===== src/rtl/al422_write_ctrl.sv =====
// AL422B FIFO write-side controller: pulses the write-pointer reset, then streams one frame of bytes.
// Define AL422_WR_FRAME_CHECK_EN to check frame length against s_last (sticky err flag).
module al422_write_ctrl #(
    parameter int FRAME_BYTES = 1024,
    parameter int WRST_CYCLES = 2
) (
    input  logic       in_clk,
    input  logic       in_rst,
    input  logic       frame_req,
    input  logic [7:0] s_data,
    input  logic       s_valid,
    input  logic       s_last,
    output logic       s_ready,
    output logic [7:0] al422_data,
    output logic       al422_we_n,
    output logic       al422_wrst_n,
    output logic       busy,
    output logic       frame_done,
    output logic [7:0] frame_cnt,
    output logic       err
);

    typedef enum logic [1:0] {IDLE, WRST, WRITE, DONE} state_t;

    localparam logic [15:0] LAST_IDX  = 16'(FRAME_BYTES - 1);
    localparam logic [3:0]  WRST_LAST = 4'(WRST_CYCLES - 1);
`ifdef AL422_WR_FRAME_CHECK_EN
    localparam bit CHECK_EN = 1'b1;
`else
    localparam bit CHECK_EN = 1'b0;
`endif

    state_t      state_q, state_d;
    logic [3:0]  wrst_cnt_q, wrst_cnt_d;
    logic [15:0] byte_cnt_q, byte_cnt_d;
    logic [7:0]  data_q, data_d;
    logic        we_n_q, we_n_d;
    logic [7:0]  frame_cnt_q, frame_cnt_d;
    logic        short_q, short_d;
    logic        err_q, err_d;
    logic        accept, final_byte, early_last, missing_last;

    assign accept       = (state_q == WRITE) && s_valid;
    assign final_byte   = (byte_cnt_q == LAST_IDX);
    assign early_last   = CHECK_EN && accept && s_last && !final_byte;
    assign missing_last = CHECK_EN && accept && !s_last && final_byte;

    always_comb begin
        state_d     = state_q;
        wrst_cnt_d  = wrst_cnt_q;
        byte_cnt_d  = byte_cnt_q;
        data_d      = data_q;
        we_n_d      = !accept;
        frame_cnt_d = frame_cnt_q;
        short_d     = short_q;
        err_d       = err_q | early_last | missing_last;
        if (accept)
            data_d = s_data;
        unique case (state_q)
            IDLE: begin
                wrst_cnt_d = '0;
                short_d    = 1'b0;
                if (frame_req)
                    state_d = WRST;
            end
            WRST: begin
                byte_cnt_d = '0;
                if (wrst_cnt_q == WRST_LAST)
                    state_d = WRITE;
                else
                    wrst_cnt_d = wrst_cnt_q + 4'd1;
            end
            WRITE: begin
                if (accept) begin
                    byte_cnt_d = byte_cnt_q + 16'd1;
                    // A truncated frame still passes through DONE so its last byte gets written.
                    if (final_byte || early_last) begin
                        state_d = DONE;
                        short_d = early_last;
                    end
                end
            end
            DONE: begin
                state_d = IDLE;
                if (!short_q)
                    frame_cnt_d = frame_cnt_q + 8'd1;
            end
            default: state_d = IDLE;
        endcase
    end

    always_ff @(posedge in_clk) begin
        if (in_rst) begin
            state_q     <= IDLE;
            wrst_cnt_q  <= '0;
            byte_cnt_q  <= '0;
            data_q      <= '0;
            we_n_q      <= 1'b1;
            frame_cnt_q <= '0;
            short_q     <= 1'b0;
            err_q       <= 1'b0;
        end else begin
            state_q     <= state_d;
            wrst_cnt_q  <= wrst_cnt_d;
            byte_cnt_q  <= byte_cnt_d;
            data_q      <= data_d;
            we_n_q      <= we_n_d;
            frame_cnt_q <= frame_cnt_d;
            short_q     <= short_d;
            err_q       <= err_d;
        end
    end

    assign s_ready      = (state_q == WRITE);
    assign busy         = (state_q != IDLE);
    assign al422_wrst_n = (state_q != WRST);
    assign al422_we_n   = we_n_q;
    assign al422_data   = data_q;
    assign frame_done   = (state_q == DONE) && !short_q;
    assign frame_cnt    = frame_cnt_q;
    assign err          = err_q & CHECK_EN;

endmodule

===== config.mk =====
export PLATFORM = sky130hd
export DESIGN_NAME = al422_write_ctrl
export DESIGN_NICKNAME = d
export VERILOG_FILES = /design/src/rtl/al422_write_ctrl.sv
export SDC_FILE = /design/constraint.sdc
export NUM_CORES = 1
export LEC_CHECK = 0
export ABC_AREA = 0
export BUFFER_PORTS_ARGS = -buffer_cell sky130_fd_sc_hd__buf_2
export CAP_MARGIN = 15
export CELL_PAD_IN_SITES_DETAIL_PLACEMENT = 0
export CELL_PAD_IN_SITES_GLOBAL_PLACEMENT = 1
export CORE_MARGIN = 10
export CORE_UTILIZATION = 41
export CTS_BUF_LIST = sky130_fd_sc_hd__clkbuf_16
export DETAILED_ROUTE_END_ITERATION = 6
export PLACE_DENSITY_LB_ADDON = 0.1
export RECOVER_POWER = 25
export SYNTH_ARGS = -nofsm -noshare
export SYNTH_HDL_FRONTEND = slang
export SYNTH_SLANG_ARGS = --single-unit

===== constraint.sdc =====
create_clock -name in_clk -period 2.3 [get_ports in_clk]
set_clock_uncertainty 0.1 [all_clocks]
set_input_delay 0.345 -clock in_clk [delete_from_list [all_inputs] [get_ports in_clk]]
set_output_delay 0.345 -clock in_clk [all_outputs]
set_load 0.03 [all_outputs]

==> results of run 1 <==
## stage by stage
| step | setup slack (ps) | power [W] | hold WS, ps | cells |
|---|---|---|---|---|
| 2_1_floorplan | 218 | 0.00125 | 346 | 217 |
| 3_3_place_gp | 321 | 0.00142 | 341 | 295 |
| 3_5_place_dp | 259 | 0.00142 | 344 | 295 |
| 4_1_cts | 242 | 0.00219 | 198 | 303 |
| 5_1_grt | 75.5 | 0.00232 | 205 | 303 |
| 6_report | 253 | 0.00216 | 204 | 303 |
## flip-flops by register name, indices dropped and copies added (netlist names)
name,cells
byte_cnt_q,16
al422_data,8
frame_cnt,8
wrst_cnt_q,4
state_q,2
al422_we_n,1
## cell usage after synthesis (all sizes together), types with 5 or more instances
cell,number
xor2,6
ha,9
a21oi,21
inv,6
clkbuf,7
dfxtp,39
nand3,13
nor2,18
or4,5
nand2,30
nand4,8
## critical path, delay by kind of cell, from the launching register on
| family | cells | cell delay, ps |
|---|---|---|
| buffers and inverters | 1 | 100 |
| flip-flops | 1 | 380 |
| AND/OR/NAND/NOR | 2 | 730 |
| AO/OA/AOI/OAI | 1 | 140 |
| multiplexers | 1 | 270 |
| adder cells (fa/ha/maj) | 1 | 260 |
## cells by family after synthesis
family	count (synthesis)
muxes	6
DFF	39
AOI/OAI and AO/OA	39
buffers and inverters	17
xor gates and xnor gates	9
other	1
and+or+nand+nor	97
adders and majority gates	9
## power groups by stage
stage	clock network, W	logic [W]	registers [W]
2_1_floorplan	0	0.000439	0.000815
3_3_place_gp	0	0.000640	0.000779
3_5_place_dp	0	0.000637	0.000781
4_1_cts	0.000781	0.000640	0.000766
5_1_grt	0.000816	0.000724	0.000776
6_report	0.000763	0.000627	0.000766
## final cells by class
class	count	area [µm²]
timing repair buffer	37	183
inverter	6	22.5
sequential	39	781
clock buffer	5	125
clock inverter	3	38.8
multi-input combinational	161	1020
tap	52	65.1
fill	468	2150
## final timing paths
check | end | start | depth (start not counted)
min reg2reg | al422_data[7] | al422_data[7] | 2
max reg2reg | byte_cnt_q[11] | state_q[0] | 6
max | byte_cnt_q[11] | state_q[0] | 6
min | al422_data[1] | s_data[1] | 3
## routing by layer
metal | part of all wire | GRT usage | vias up
met2 | 0.45 | 0.173 | 24
met4 | 0.0079 | 0.0348 | 0
met3 | 0.059 | 0.0474 | 4
li1 | - | - | 831
met5 | 0 | 0 | -
met1 | 0.49 | 0.149 | 708
==> reports/qor.yml, run 1 <==
clk_pin_slew_ps: 60
numCtsBuffers: 5
grt_pass1_wl_um: 7230
fmax_mhz: 489
final_core_util: 0.509
gp_congestion: 0.728
antenna_cells: 0
crit_path_end_kind: "flip-flop"
cts-root-buf: "clkbuf_16"
netlist_top_cells_area: "dfxtp_1 (42%), ha_1 (6.0%), nand2_1 (6.0%)"
vdd_drop_max_uv: 447
dr.pass1.iters: 4
io_buffers: 32
synth_top_area_cell: "dfxtp_1"
grt_max_degree: 24
clock_latency_ps: 280
hpwlAfterDp_um: 2980
p_leak_nw: 0.829
maxCapViolations: 0
dpl-instance-area_mm2: 0.00208
area.growth.synth_to_final_pct: 19.0
layout_min_cycle_time_ps: 2050
ios: 35
design_area_mm2: 0.00223
power_frac_seq: 0.355
rsz0062_at_grt: "no"
synthAdderAreaFrac: 0.0600
crit_fanout: 6
final_common_cell: "dfxtp_1"
ant_nets: 0
synth.avg_cell_area_um2: 8.64
vias: 1567
cts_htree_levels: 2
nNetsFinal: 272
remaining_drc_errors: 0
async_flop_share: 0
std_cell_rows: 24
synth_top_family_by_area: "simple AND/OR/NAND/NOR gates"
synthCells: 217
yosysUniqueCellTypes: 43
die-area_mm2: 0.00768
grt_pass1_vias: 1532
antenna_found_initial: 0
setup_viol: 0
wirelength_um: 4050
initial_utilization: 0.428
synthMuxAreaShare: 0.0347
cp.required_ps: 2410
vias_per_cell: 5.17
cp_slowest_cell: "or4_1"
synth_edf_count: 0
internal_power_w: 0.00145
tns_ps: 0
hold_violations: 0
synthXorXnorAreaFrac: 0.0420
hold_buffers: 0
grt_util_all_layers: 0.116
swShare: 0.327
status: "complete, no violations"
switchingPower_w: 0.000705
slowest_delay_ps: 520
die_y_um: 87.6
die_x_um: 87.6
syn_nets: 239
synth_top_area_share: 0.416
start_kind: "flip-flop"
combPwrFrac: 0.291
layout_common_cells: "dfxtp_1 (39), nand2_1 (30), a21oi_1 (21)"
synth_compound_area_frac: 0.133
path_cells: "inv_1 -> ha_1 -> mux2_2 -> nand3_1 -> or4_1 -> a21oi_1"
clk_path_buf_depth: 2
seq_area_frac_synth: 0.416
slew_violations: 0
path_class: "flip-flop to flip-flop"
synthFlopType: "dfxtp_1"
hold_class: "input pin to flip-flop"
wl_per_cell_um: 13.4
core_mm2: 0.00438
postCtsSetupRepairBufs: 0
initialDrtViolationCount: 50
cts_tree: "built"
synth_seq_cells: 39
clkSinkCount: 39
drive_gt1_frac: 0.171
synth_area_mm2: 0.00188
reg2reg_setup_slack_ps: 250
yosysWarnings: 0
clockPowerShare: 0.354
synthSimpleGateAreaFrac: 0.271
grt_overflow: 0
arrival_ps: 2160
power_per_cell_area_mw_per_mm2: 966
finalCritPeriodShare: 0.890
cts.repair.resized: 0
No activity file was read; power rests on OpenSTA's default activity.
==> inputs of run 2 (changes only) <==
--- a/constraint.sdc
+++ b/constraint.sdc
@@ -3,3 +3,3 @@
 set_input_delay 0.345 -clock in_clk [delete_from_list [all_inputs] [get_ports in_clk]]
 set_output_delay 0.345 -clock in_clk [all_outputs]
-set_load 0.03 [all_outputs]
+set_load 0.01 [all_outputs]
==> run 2 against run 1 <==
  * Final cell count is the same
  * Die area is the same
  * Routed wire length is essentially flat
  * Register-to-register slack is essentially flat
  * Count of clock-buffer cells in the layout is the same
  * Largest power group unchanged
==> reports/qor.yml, run 2 (same netlist as run 1, synthesis figures left out) <==
status: "complete, no violations"
power_per_cell_area_mw_per_mm2: 931
critPathLaunch: "state_q[0]"
largest_reg_flops: 16
clk_pin_slew_ps: 60
initial_utilization: 0.428
fmax_mhz: 489
cp.required_ps: 2410
rsz0062_at_grt: "no"
final_core_util: 0.509
finalCritPeriodShare: 0.890
grt_overflow: 0
numCtsBuffers: 5
die_x_um: 87.6
antenna_found_initial: 0
grt_pass1_wl_um: 7230
ios: 35
grt_util_all_layers: 0.116
vias: 1566
initialDrtViolationCount: 50
tns_ps: 0
layout_common_cells: "dfxtp_1 (39), nand2_1 (30), a21oi_1 (21)"
vdd_drop_max_uv: 448
drive_gt1_frac: 0.163
regMostFlops: "byte_cnt_q"
start_kind: "flip-flop"
vias_per_cell: 5.17
p_leak_nw: 0.820
dr.pass1.iters: 4
clock_latency_ps: 280
area.growth.synth_to_final_pct: 18.9
nNetsFinal: 272
clk_path_buf_depth: 2
slowest_delay_ps: 520
setup_viol: 0
gp_congestion: 0.728
hold_class: "input pin to flip-flop"
slew_violations: 0
die_y_um: 87.6
path_cells: "inv_1 -> ha_1 -> mux2_2 -> nand3_1 -> or4_1 -> a21oi_1"
hold_violations: 0
cts_tree: "built"
ant_nets: 0
cts-root-buf: "clkbuf_16"
grt_pass1_vias: 1532
die-area_mm2: 0.00768
remaining_drc_errors: 0
crit_path_end_kind: "flip-flop"
wl_per_cell_um: 13.4
std_cell_rows: 24
layout_min_cycle_time_ps: 2050
cp_slowest_cell: "or4_1"
grt_max_degree: 24
wirelength_um: 4050
hpwlAfterDp_um: 2980
p_total_w: 0.00207
cts_htree_levels: 2
cts.repair.resized: 0
r2r_start: "state_q[0]"
hold_buffers: 0
crit_fanout: 6
postCtsSetupRepairBufs: 0
io_buffers: 32
clkSinkCount: 39
antenna_cells: 0
maxCapViolations: 0
path_class: "flip-flop to flip-flop"
final_common_cell: "dfxtp_1"
worstHoldStart: "s_data[1]"
arrival_ps: 2160
core_mm2: 0.00438
-- run 2: cell count changes in the layout (fill, tap and decap cells not counted), sizes merged --
cell | previous run | this run
buf | 25 | 23
clkbuf | 17 | 19
-- run 2: metrics by stage --
stage	hold WS (ps)	area [µm²]	setup slack, ps	cells
floorplan	346	1880	332	217
global placement	341	2080	321	295
detailed placement	344	2080	259	295
CTS	198	2250	242	303
global route	205	2230	75.5	303
finish	203	2230	253	303
-- run 2: worst paths after layout --
kind / slack [ps] / depth (start not counted) / to
worst max-delay path: 250 / 6 / byte_cnt_q[11]
worst min-delay path: 200 / 3 / al422_data[1]
worst max register to register: 250 / 6 / byte_cnt_q[11]
worst min register to register: 350 / 2 / al422_data[7]
-- run 2: worst max-delay path: cells and delay by family (launching register included) --
kind | cells | cell delay, ps
muxes | 1 | 270
buffers and inverters | 1 | 100
adders and majority gates | 1 | 260
DFF | 1 | 380
AOI/OAI and AO/OA | 1 | 140
and+or+nand+nor | 2 | 730
-- run 2: area by class of cell --
class / instances / area [µm²]
Tap cell: 52 / 65.1
Clock buffer: 5 / 125
Timing Repair Buffer: 37 / 180
Sequential cell: 39 / 781
Fill cell: 468 / 2150
Clock inverter: 3 / 38.8
Inverter: 6 / 22.5
Multi-Input combinational cell: 161 / 1020
-- run 2: power by group --
part | switching [W] | internal [W] | total (W)
registers | 0.0000400 | 0.000726 | 0.000766
clock network | 0.000258 | 0.000505 | 0.000763
logic | 0.000327 | 0.000219 | 0.000546
total | 0.000625 | 0.00145 | 0.00207
-- run 2: routing by layer --
layer | vias up | GRT usage | share of wire
li1 | 831 | - | -
met1 | 707 | 0.149 | 0.49
met2 | 24 | 0.173 | 0.45
met3 | 4 | 0.0474 | 0.059
met4 | 0 | 0.0348 | 0.0079
met5 | - | 0 | 0
